$ cat config.mk
export PLATFORM = sky130hd
export DESIGN_NAME = axis_adc_decimator
export DESIGN_NICKNAME = d
export VERILOG_FILES = /design/src/rtl/axis_adc_decimator.sv
export SDC_FILE = /design/constraint.sdc
export NUM_CORES = 1
export LEC_CHECK = 0
export CORE_AREA = 2 2 152 154
export CTS_BUF_LIST = sky130_fd_sc_hd__clkbuf_8
export DETAILED_ROUTE_END_ITERATION = 7
export DIE_AREA = 0 0 154 156
export MAX_ROUTING_LAYER = met4
export PLACE_DENSITY = 0.8
export SETUP_SLACK_MARGIN = 0.5
export SKIP_CTS_REPAIR_TIMING = 1
export SYNTH_ARGS = -nofsm -noshare
export SYNTH_HDL_FRONTEND = slang
export SYNTH_SLANG_ARGS = --single-unit
$ cat constraint.sdc
create_clock -name aclk -period 5.9 [get_ports aclk]
set_clock_uncertainty 0.2 [all_clocks]
set_input_delay 1.18 -clock aclk [delete_from_list [all_inputs] [get_ports aclk]]
set_output_delay 1.18 -clock aclk [all_outputs]
set_load 0.02 [all_outputs]
$ cat src/rtl/axis_adc_decimator.sv
// -----------------------------------------------------------------------------
// axis_adc_decimator
//
// Boxcar decimator for the dual-channel ADC stream. Each input word carries
// two signed samples: channel A in the low half, channel B in the high half.
// Both channels are summed over a window of R samples, and one
// {sumB, sumA} word is emitted per window on an AXI-Stream master port.
// The upstream ADC source cannot be stalled. A result that arrives while an
// undelivered word is still held is therefore dropped, and the drop is
// counted.
//
// Ports:
//   aclk           system clock, rising edge
//   aresetn        asynchronous active-low reset
//   cfg_enable     run enable; low clears the window logic and the status
//   cfg_rate       window length R in samples (0 behaves as 1), latched per window
//   s_axis_tvalid  input sample valid
//   s_axis_tdata   {chB, chA}, two's complement
//   s_axis_tready  always 1
//   m_axis_tvalid  result valid
//   m_axis_tready  downstream accept
//   m_axis_tdata   {sumB, sumA}, two's complement, ACC_WIDTH bits each
//   sts_overrun    sticky flag: at least one result was dropped
//   sts_drop_cnt   dropped-result count, saturating at all ones
//
// ACC_WIDTH must be at least AXIS_TDATA_WIDTH/2 + CNTR_WIDTH. This keeps a
// full window of extreme samples from wrapping the sums.
// -----------------------------------------------------------------------------
module axis_adc_decimator #(
  parameter int AXIS_TDATA_WIDTH = 32,
  parameter int CNTR_WIDTH       = 16,
  parameter int ACC_WIDTH        = 32
) (
  input  logic                        aclk,
  input  logic                        aresetn,
  input  logic                        cfg_enable,
  input  logic [CNTR_WIDTH-1:0]       cfg_rate,
  input  logic                        s_axis_tvalid,
  input  logic [AXIS_TDATA_WIDTH-1:0] s_axis_tdata,
  output logic                        s_axis_tready,
  output logic                        m_axis_tvalid,
  input  logic                        m_axis_tready,
  output logic [2*ACC_WIDTH-1:0]      m_axis_tdata,
  output logic                        sts_overrun,
  output logic [15:0]                 sts_drop_cnt
);

  localparam int HALF = AXIS_TDATA_WIDTH / 2;
  localparam int NCH  = 2;

  // ---------------------------------------------------------------------------
  // Window control
  // ---------------------------------------------------------------------------
  logic                  accept;
  logic                  window_last;
  logic [CNTR_WIDTH-1:0] cnt_reg, cnt_next;
  logic [CNTR_WIDTH-1:0] rate_reg, rate_next;
  logic [CNTR_WIDTH-1:0] rate_eff;

  // The source never waits, so ready is constant.
  assign s_axis_tready = 1'b1;
  assign accept        = s_axis_tvalid && cfg_enable;

  // On the first sample of a window the rate is being latched in this same
  // cycle. Use cfg_rate directly so a one-sample window closes at once.
  // Later samples use the latched copy, so a mid-window rate change waits
  // until the next window.
  assign rate_eff = (cnt_reg == '0) ? cfg_rate : rate_reg;

  // Rates 0 and 1 both close the window on every sample.
  assign window_last = accept &&
                       ((rate_eff <= CNTR_WIDTH'(1)) ||
                        (cnt_reg == rate_eff - CNTR_WIDTH'(1)));

  always_comb begin
    cnt_next  = cnt_reg;
    rate_next = rate_reg;
    if (!cfg_enable) begin
      cnt_next  = '0;
      rate_next = '0;
    end else if (accept) begin
      if (cnt_reg == '0) begin
        rate_next = cfg_rate;
      end
      if (window_last) begin
        cnt_next = '0;
      end else begin
        cnt_next = cnt_reg + CNTR_WIDTH'(1);
      end
    end
  end

  always_ff @(posedge aclk or negedge aresetn) begin
    if (!aresetn) begin
      cnt_reg  <= '0;
      rate_reg <= '0;
    end else begin
      cnt_reg  <= cnt_next;
      rate_reg <= rate_next;
    end
  end

  // ---------------------------------------------------------------------------
  // Per-channel accumulators
  // ---------------------------------------------------------------------------
  // result holds the closing sums: the accumulator plus the current sample.
  // The output register can then capture a window on the same edge that
  // accepts its last sample, and the next window starts from zero with no
  // sample lost between windows.
  logic [NCH*ACC_WIDTH-1:0] result;

  genvar gi;
  generate
    for (gi = 0; gi < NCH; gi++) begin : g_ch
      logic [HALF-1:0]      sample;
      logic [ACC_WIDTH-1:0] sample_ext;
      logic [ACC_WIDTH-1:0] sum;
      logic [ACC_WIDTH-1:0] acc_reg, acc_next;

      assign sample     = s_axis_tdata[gi*HALF +: HALF];
      assign sample_ext = {{(ACC_WIDTH-HALF){sample[HALF-1]}}, sample};
      // Two's-complement addition is sign-agnostic once both operands are
      // extended to the full width.
      assign sum        = acc_reg + sample_ext;

      always_comb begin
        acc_next = acc_reg;
        if (!cfg_enable) begin
          acc_next = '0;
        end else if (accept) begin
          acc_next = window_last ? '0 : sum;
        end
      end

      always_ff @(posedge aclk or negedge aresetn) begin
        if (!aresetn) begin
          acc_reg <= '0;
        end else begin
          acc_reg <= acc_next;
        end
      end

      assign result[gi*ACC_WIDTH +: ACC_WIDTH] = sum;
    end
  endgenerate

  // ---------------------------------------------------------------------------
  // Output register and handshake
  // ---------------------------------------------------------------------------
  typedef enum logic {
    OUT_EMPTY = 1'b0,
    OUT_FULL  = 1'b1
  } out_state_t;

  out_state_t             state_reg, state_next;
  logic [2*ACC_WIDTH-1:0] data_reg, data_next;
  logic                   overrun_reg, overrun_next;
  logic [15:0]            drop_reg, drop_next;
  logic                   drop_event;

  always_comb begin
    state_next = state_reg;
    data_next  = data_reg;
    drop_event = 1'b0;

    case (state_reg)
      OUT_EMPTY: begin
        if (window_last) begin
          data_next  = result;
          state_next = OUT_FULL;
        end
      end
      OUT_FULL: begin
        if (window_last) begin
          // A new result arriving while the held word is accepted simply
          // replaces it. Otherwise the held word must stay stable and the
          // new result is lost.
          if (m_axis_tready) begin
            data_next = result;
          end else begin
            drop_event = 1'b1;
          end
        end else if (m_axis_tready) begin
          state_next = OUT_EMPTY;
        end
      end
      default: begin
        state_next = OUT_EMPTY;
      end
    endcase
  end

  // Disabling clears the status. A pending output word still waits for
  // its consumer.
  always_comb begin
    overrun_next = overrun_reg;
    drop_next    = drop_reg;
    if (!cfg_enable) begin
      overrun_next = 1'b0;
      drop_next    = '0;
    end else if (drop_event) begin
      overrun_next = 1'b1;
      if (drop_reg != 16'hFFFF) begin
        drop_next = drop_reg + 16'd1;
      end
    end
  end

  always_ff @(posedge aclk or negedge aresetn) begin
    if (!aresetn) begin
      state_reg   <= OUT_EMPTY;
      data_reg    <= '0;
      overrun_reg <= 1'b0;
      drop_reg    <= '0;
    end else begin
      state_reg   <= state_next;
      data_reg    <= data_next;
      overrun_reg <= overrun_next;
      drop_reg    <= drop_next;
    end
  end

  assign m_axis_tvalid = (state_reg == OUT_FULL);
  assign m_axis_tdata  = data_reg;
  assign sts_overrun   = overrun_reg;
  assign sts_drop_cnt  = drop_reg;

endmodule

# ---- After elaboration in Yosys (flattened, before gate mapping)
# Index checks and enable logic that the tools add are counted.
dict set report classes {
  n_addsub 5
  n_lt_le_gt_ge 1
  eq_ne 8
  n_mux 27
  bitwise_logic 1
  n_reduce_logical 6
}
# operator count
set ops {}
lappend ops {{32-bit two-way mux} 6}
lappend ops {{64-bit two-way mux} 3}
lappend ops {{16-bit two-way mux} 9}
lappend ops {{64-bit one-hot mux with 2 select lines} 1}
lappend ops {{32-bit adder} 2}
lappend ops {{16-bit by 1-bit adder with 16-bit output, second input constant} 2}
lappend ops {{16-bit equality test} 1}
lappend ops {{16-bit by 1-bit less-or-equal comparator with 1-bit output, second input constant} 1}
lappend ops {{16-bit logical NOT} 1}
lappend ops {{16-bit != test, second input constant} 1}
lappend ops {{16-bit by 1-bit subtractor with 16-bit output, second input constant} 1}
lappend ops {{1-bit two-way mux} 7}
lappend ops {{2-bit by 1-bit != test with 1-bit output, second input constant} 3}
lappend ops {{2-bit != test, second input constant} 3}
lappend ops {{3-bit AND reduction} 1}
lappend ops {{1-bit logical AND} 2}
lappend ops {{1-bit one-hot mux with 2 select lines} 1}
lappend ops {{2-bit AND reduction} 1}
lappend ops {{1-bit logical OR} 1}
lappend ops {{1-bit inverter} 1}
dict set report totals {
  register_bits 178
  out_inout_bits 83
  wordCells 56
}

# ---- Logic depth before layout (Yosys ltp)
# Gate-level depths: netlist of run 1.
dict set report logic_depth {
  word_depth 10
  mapped_depth 20
  depth_no_buf 16
}

# ---- Worst setup path after synthesis of run 1
# Ideal clock, no wire load.
dict set report synth_timing {
  path_type {register -> register}
  startpoint {register cnt_reg[0]}
  endpoint {register drop_reg[14], in the netlist sts_drop_cnt[14]}
  setup_ps 120
  t_arrival_ps 4399
  t_required_ps 5580
  path_slack_ps 1181
  path_stages_with_launch 20
  n_path_buf 4
  path_cell_list {dfrtp_1 inv_1 ha_1 nor4b_4 and4_1 buf_6 buf_2 mux2i_1 ha_1 nand2_1 mux2_2 o41ai_1 nand4_1 nor4b_4 a21boi_2 o31a_1 buf_2 buf_2 o311a_1 a31o_1}
}
dict set report synth_via {
  elab_chain_cells 10
  elab_cells_between_ends 11
  classes_between {add/sub: 1; order compare: 1; eq/ne: 2; mux: 3; reduce/logical: 4}
}
# item line_no
set synth_lines {}
lappend synth_lines {{start: declaration} 56} ;# logic [CNTR_WIDTH-1:0] cnt_reg, cnt_next;
lappend synth_lines {{start signal: assignment} 98} ;# cnt_reg <= cnt_next;
lappend synth_lines {{16-bit logical NOT} 68} ;# assign rate_eff = (cnt_reg == '0) ? cfg_rate : rate_reg;
lappend synth_lines {{16-bit two-way mux} -}
lappend synth_lines {{16-bit by 1-bit subtractor with 16-bit output} 73} ;# (cnt_reg == rate_eff - CNTR_WIDTH'(1)));
lappend synth_lines {{16-bit equality test} 73}
lappend synth_lines {{1-bit logical OR (*)} 72} ;# ((rate_eff <= CNTR_WIDTH'(1)) ||
lappend synth_lines {{1-bit logical AND (*)} 71} ;# assign window_last = accept &&
lappend synth_lines {{1-bit two-way mux (*)} 174} ;# if (window_last) begin
lappend synth_lines {{1-bit two-way mux (*)} 166} ;# case (state_reg)
lappend synth_lines {{2-bit by 1-bit != test with 1-bit output (no source line) (*)} -}
lappend synth_lines {{2-bit AND reduction (no source line) (*)} -}
lappend synth_lines {{end signal: assignment} 219} ;# drop_reg <= drop_next;
lappend synth_lines {{end: declaration} 158} ;# logic [15:0] drop_reg, drop_next;
# Every way passes the cells marked *; elsewhere a longest branch is shown, timed or not.
# A chain may end at the register's enable or synchronous reset.

# ---- Worst setup path in the final report of run 1
dict set report layout_timing {
  startpoint {register cnt_reg[0]}
  endpoint {register drop_reg[9], in the netlist sts_drop_cnt[9]}
}
# Same word-level chain as after synthesis.

==> results by group, run 1 <==
Run status
  – Outcome: complete, no violations

Timing
  – Tightest Pin Transition: 1084 ps
  – Final setup viols: 0
  – Final period util: 0.8536
  – Max-slew violations: 0
  – WHS: 288.5 ps
  – Hold Fails Final Rpt: 0
  – Achievable clock frequency: 198.6 MHz
  – Final min period: 5036 ps
  – Unrepaired setup endpoints after global routing: no
  – Max_slew headroom: 0.2745
  – Post-Route Setup TNS: 0 ps

Layout
  – Area Growth Syn to Fin: 18.25%
  – Filler cell count: 1,885
  – Area occupied by registers: 4454 um^2
  – Layout cells sized above 1: 0.05491
  – Diodes inserted: 0
  – NumNets Final: 1,311
  – Area of the multi-input gates: 6237 um^2

Synthesis
  – Main synth FF type: dfrtp_1
  – Post-Syn Area: 10,980 um^2
  – Unique masters post-synth: 69
  – Flops & latches, synth: 178
  – Mapped Avg Cell Area: 10.26 um^2
  – Ys async rst share: 1.000
  – Post-synth EDFFs: 0
  – Cell taking the most area after synthesis: dfrtp_1
  – Syn nets: 1,193
  – Synth Instances: 1,071
  – Seq/Total Area, Yosys: 0.4055
  – Ranking of synthesized cells by area: dfrtp_1, ha_1, mux2_1
  – Yosys warning total: 0
  – Top cell type's share of synthesized area: 0.4055

CTS
  – TritonCTS Sinks: 178
  – Root buf cell: clkbuf_8
  – CTS tree: yes
  – Clk buf depth: 2
  – H-Tree Depth: 4
  – Clock Pin Slew Worst Setup and Hold Paths: 100 ps
  – Clk_lat worst skew: 460 ps
  – Total CTS buffers: 17

Worst hold path
  – Worst Hold Class: reg2reg

Die
  – Die W: 154 um
  – Core ar.: 22,370 um^2
  – Cell row count: 55
  – IO Pins: 136
  – Initial Util: 0.4911
  – Die ar.: 24,020 um^2
  – Vert. Die Dim: 156 um

GRT
  – First-pass GRT wire length: 42,390 um
  – Gr usage total: 0.2213
  – Vias in the first global route: 8,594
  – Initial antenna violation count: 0
  – GRT overflow: 0
  – Largest net degree at the start of global routing: 102

Critical path
  – Setup crit end kind: register
  – Startpoint Class: register
  – Critical path data required time: 6070 ps
  – Critical Path AT: 5210 ps
  – Crit Path Category: reg2reg
  – Top fanout value on the critical path: 19

Placement
  – Port Buffers: 134
  – Dpl hpwl: 17,770 um
  – GPL Wtd Cong: 0.8793

Routing
  – Routed Wire Length: 25,310 um
  – Routed length per instance: 17.02 um
  – Detailed-router iteration count before antenna repair: 5
  – Final ANT Viol Nets: 0
  – Vias: 8,730
  – Initial DRC count: 470
  – DRC viols: 0
  – Post-DR vias/cell: 5.871

Power and ir drop
  – PD cells: 326.7 nW/um^2
  – Pleak: 6.165 nW
  – Overall Power: 4.243 mW
  – Peak supply drop: 0.1782 mV

Flow run
  – Max-cap violations: 0
-- final timing paths --
check / start / to / slack, ps / depth (start not counted)
worst max-delay path: cnt_reg[0] / sts_drop_cnt[9] / 860 / 15
max in group asynchronous: aresetn / g_ch[0].acc_reg[9] / 4020 / 2
worst min register to register: m_axis_tdata[61] / m_axis_tdata[61] / 290 / 1
worst max register to register: cnt_reg[0] / sts_drop_cnt[9] / 860 / 15
min in group asynchronous: aresetn / rate_reg[7] / 510 / 1
worst min-delay path: m_axis_tdata[61] / m_axis_tdata[61] / 290 / 1
-- cells by family (layout without fill, tap and decap cells) --
group,after synthesis,after routing,share of synthesized area
DFF,178,178,0.4055
muxes,88,88,0.08794
buffers and inverters,75,206,0.02893
and+or+nand+nor,266,266,0.1322
AOI/OAI and AO/OA,310,310,0.1981
xor gates and xnor gates,84,84,0.06698
other,1,1,0.0003414
adders and majority gates,69,69,0.07996
-- critical path, stage by stage (launching register included) --
cell and delay, ps:
dfrtp_1 440, inv_1 120, ha_1 160, nor4b_4 300, and4_2 400, mux2i_2 350, ha_1 370, nand2_1 110
mux2_2 330, o41ai_1 350, nand4_1 180, nor4b_4 320, a21boi_2 120, o31a_1 500, or4_1 540, a21oi_1 150
-- metal layers --
layer	routed length [um]	GRT usage	vias to the layer above
met5	0	-	-
met4	283	0.05563	0
met3	1227	0.03944	26
met2	12230	0.3575	221
met1	11570	0.2911	4263
li1	-	-	4220
-- synth_stat cells, drive strengths merged, types with 4 or more instances --
cell	n
buf	17
and3	15
nor3b	5
nand2b	23
a31oi	17
a41oi	4
inv	30
o21a	9
and4	5
nand4	7
or3	10
a31o	6
o31ai	8
a21o	34
xnor2	57
nand3	27
mux2	68
nor2	49
ha	67
nand2	66
dfrtp	178
a21oi	75
a211oi	10
o21ai	37
o311ai	4
o311a	4
or4	9
clkbuf	28
o21bai	12
nor2b	8
nand3b	5
nor4	11
a22o	68
nor3	15
mux2i	20
xor2	27
-- final cells by class --
type / count / share of cell area
multi-input combinational: 818 / 0.4802
sequential: 178 / 0.3429
timing repair buffer: 144 / 0.1120
tap: 285 / 0.02745
clock buffer: 19 / 0.02013
inverter: 30 / 0.008670
clock inverter: 13 / 0.008573
-- where the power goes --
part	internal (mW)	leakage, nW	total, mW	switching, mW
combinational	0.854	3.55	1.81	0.959
sequential	1.46	2.41	1.62	0.155
clock	0.356	0.201	0.814	0.458
-- cells in the final DEF (no fill, tap or decap), types with 31 or more instances in the layout --
cell / netlist / final
nor2_1: 49 / 48
nand2_1: 66 / 66
inv_1: 30 / 31
o21ai_0: 32 / 32
mux2_1: 65 / 65
a22o_1: 68 / 68
ha_1: 67 / 67
clkdlybuf4s50_1: 0 / 133
dfrtp_1: 178 / 178
a21o_1: 34 / 34
a21oi_1: 75 / 75
xnor2_1: 57 / 57
-- stage by stage --
| step | util | std cells | cell area (um^2) | setup WS [ps] |
|---|---|---|---|---|
| 6_report | 0.5808 | 1487 | 12990 | 863.8 |
| 3_3_place_gp | 0.5639 | 1455 | 12610 | 702.8 |
| 4_1_cts | 0.5805 | 1487 | 12980 | 780.0 |
| 5_1_grt | 0.5808 | 1487 | 12990 | 535.0 |
| 2_1_floorplan | - | 1071 | 10980 | 1181 |
| 3_5_place_dp | 0.5639 | 1455 | 12610 | 624.3 |
(Power assumes the default switching activity.)
==> run 2: changes to the inputs <==
PLACE_DENSITY = 0.75   (was 0.8)
==> run 2 against run 1 <==
  * Clock-buffer cell count fell by 2
  * Final cell count up 0.20%
  * Register-to-register slack better by 90 ps
  * Final area grew 0.13%
  * Critical path type unchanged
==> results by group, run 2 (synthesized netlist as in run 1, its figures left out) <==
Critical path
  – Worst reg-to-reg path cell count: 15
  – Setup crit end kind: register
  – Startpoint Class: register
  – Crit Path Category: reg2reg
  – Critical Path AT: 5090 ps
  – Top fanout value on the critical path: 64
  – Critical path data required time: 6040 ps

GRT
  – Vias in the first global route: 8,626
  – GRT overflow: 0
  – Gr usage total: 0.2275
  – Largest net degree at the start of global routing: 100
  – Initial antenna violation count: 0
  – First-pass GRT wire length: 43,720 um

Die
  – Initial Util: 0.4911
  – Vert. Die Dim: 156 um
  – Die ar.: 24,020 um^2
  – IO Pins: 136
  – Core ar.: 22,370 um^2
  – Cell row count: 55
  – Die W: 154 um

CTS
  – CTS tree: yes
  – Total CTS buffers: 17
  – H-Tree Depth: 4
  – Root buf cell: clkbuf_8
  – TritonCTS Sinks: 178
  – Clock Pin Slew Worst Setup and Hold Paths: 100 ps
  – Clk buf depth: 2
  – Clk_lat worst skew: 470 ps

Timing
  – Final period util: 0.8388
  – Achievable clock frequency: 202.1 MHz
  – Hold Fails Final Rpt: 0
  – Post-Route Setup TNS: 0 ps
  – Max-slew violations: 0
  – Final setup viols: 0
  – Final min period: 4949 ps
  – Tightest Pin Transition: 1012 ps
  – Final Worst Setup Slack: 951.2 ps
  – Max_slew headroom: 0.3225
  – Unrepaired setup endpoints after global routing: no

Layout
  – Commonest non-fill, non-tap cell in the layout: dfrtp_1
  – Most frequent cells in the layout: dfrtp_1, clkdlybuf4s50_1, a21oi_1
  – NumNets Final: 1,314
  – Non-filler cells, final: 1,490
  – Area Growth Syn to Fin: 18.40%
  – Diodes inserted: 0
  – Layout cells sized above 1: 0.05726
  – Final core area utilization: 0.5815

Routing
  – Routed Wire Length: 25,830 um
  – Final ANT Viol Nets: 0
  – DRC viols: 0
  – Initial DRC count: 355
  – Post-DR vias/cell: 5.860
  – Routed length per instance: 17.34 um
  – Detailed-router iteration count before antenna repair: 5
  – Vias: 8,732

Placement
  – Placed Instances: 1,458
  – GPL Wtd Cong: 0.8736
  – Pre-CTS WS: 618.7 ps
  – Dpl hpwl: 18,050 um
  – Port Buffers: 134

Power and ir drop
  – Overall Power: 4.253 mW
  – Peak supply drop: 0.1985 mV
  – PD cells: 327.0 nW/um^2
  – Pleak: 6.171 nW

Run status
  – Outcome: complete, no violations

Worst hold path
  – Hold depth: 1
  – Worst Hold Class: reg2reg

Flow run
  – Max-cap violations: 0
## run 2: cell types whose count changed in the layout (fill, tap and decap cells not counted), moves of 2 or more
cell	change
buf_4	+3
clkbuf_8	-2
clkinv_2	-2
clkinv_4	-5
clkinvlp_4	+2
inv_6	+5
## run 2: where the power goes
part	internal [mW]	leakage [nW]	total (mW)	switching (mW)
clock network	0.340	0.192	0.822	0.482
registers	1.46	2.41	1.62	0.156
logic	0.855	3.57	1.81	0.959
total	2.66	6.17	4.25	1.60
## run 2: worst max-delay path: stages (launching register included)
cell,delay [ps]
dfrtp_1,440
inv_1,130
ha_1,160
nor4b_4,300
and4_2,410
mux2i_2,350
ha_1,350
nand2_1,100
mux2_2,330
o41ai_1,350
nand4_1,190
nor4b_4,330
a22oi_1,170
nor3b_2,250
buf_12,370
mux2_1,380
## run 2: area by class of cell
class                           instances  area (um^2)
Multi-Input combinational cell        818         6238
Inverter                               30        112.6
Clock inverter                         15        131.4
Clock buffer                           17        234.0
Tap cell                              285        356.6
Sequential cell                       178         4454
Timing Repair Buffer                  147         1478
Fill cell                            1944         9360
## run 2: metal layers
layer / vias to the layer above / wire length [um] / GRT usage
li1: 4225 / - / -
met1: 4264 / 12120 / 0.3016
met2: 216 / 12320 / 0.3716
met3: 27 / 1060 / 0.03194
met4: 0 / 336 / 0.05563
met5: - / 0 / -
## run 2: worst paths after layout
path                            slack (ps)               end        startpoint
worst max-delay path                   950  m_axis_tdata[60]        cnt_reg[0]
worst min-delay path                   290  m_axis_tdata[28]  m_axis_tdata[28]
worst max register to register         950  m_axis_tdata[60]        cnt_reg[0]
worst min register to register         290  m_axis_tdata[28]  m_axis_tdata[28]
max in group asynchronous             3630        cnt_reg[7]           aresetn
min in group asynchronous              570      rate_reg[15]           aresetn
## run 2: metrics by stage
stage	hold WS, ps	cell area [um^2]
4_1_cts	299.4	13000
3_5_place_dp	274.0	12630
6_report	291.1	13010
3_3_place_gp	267.7	12630
5_1_grt	313.9	13010
2_1_floorplan	269.8	10980
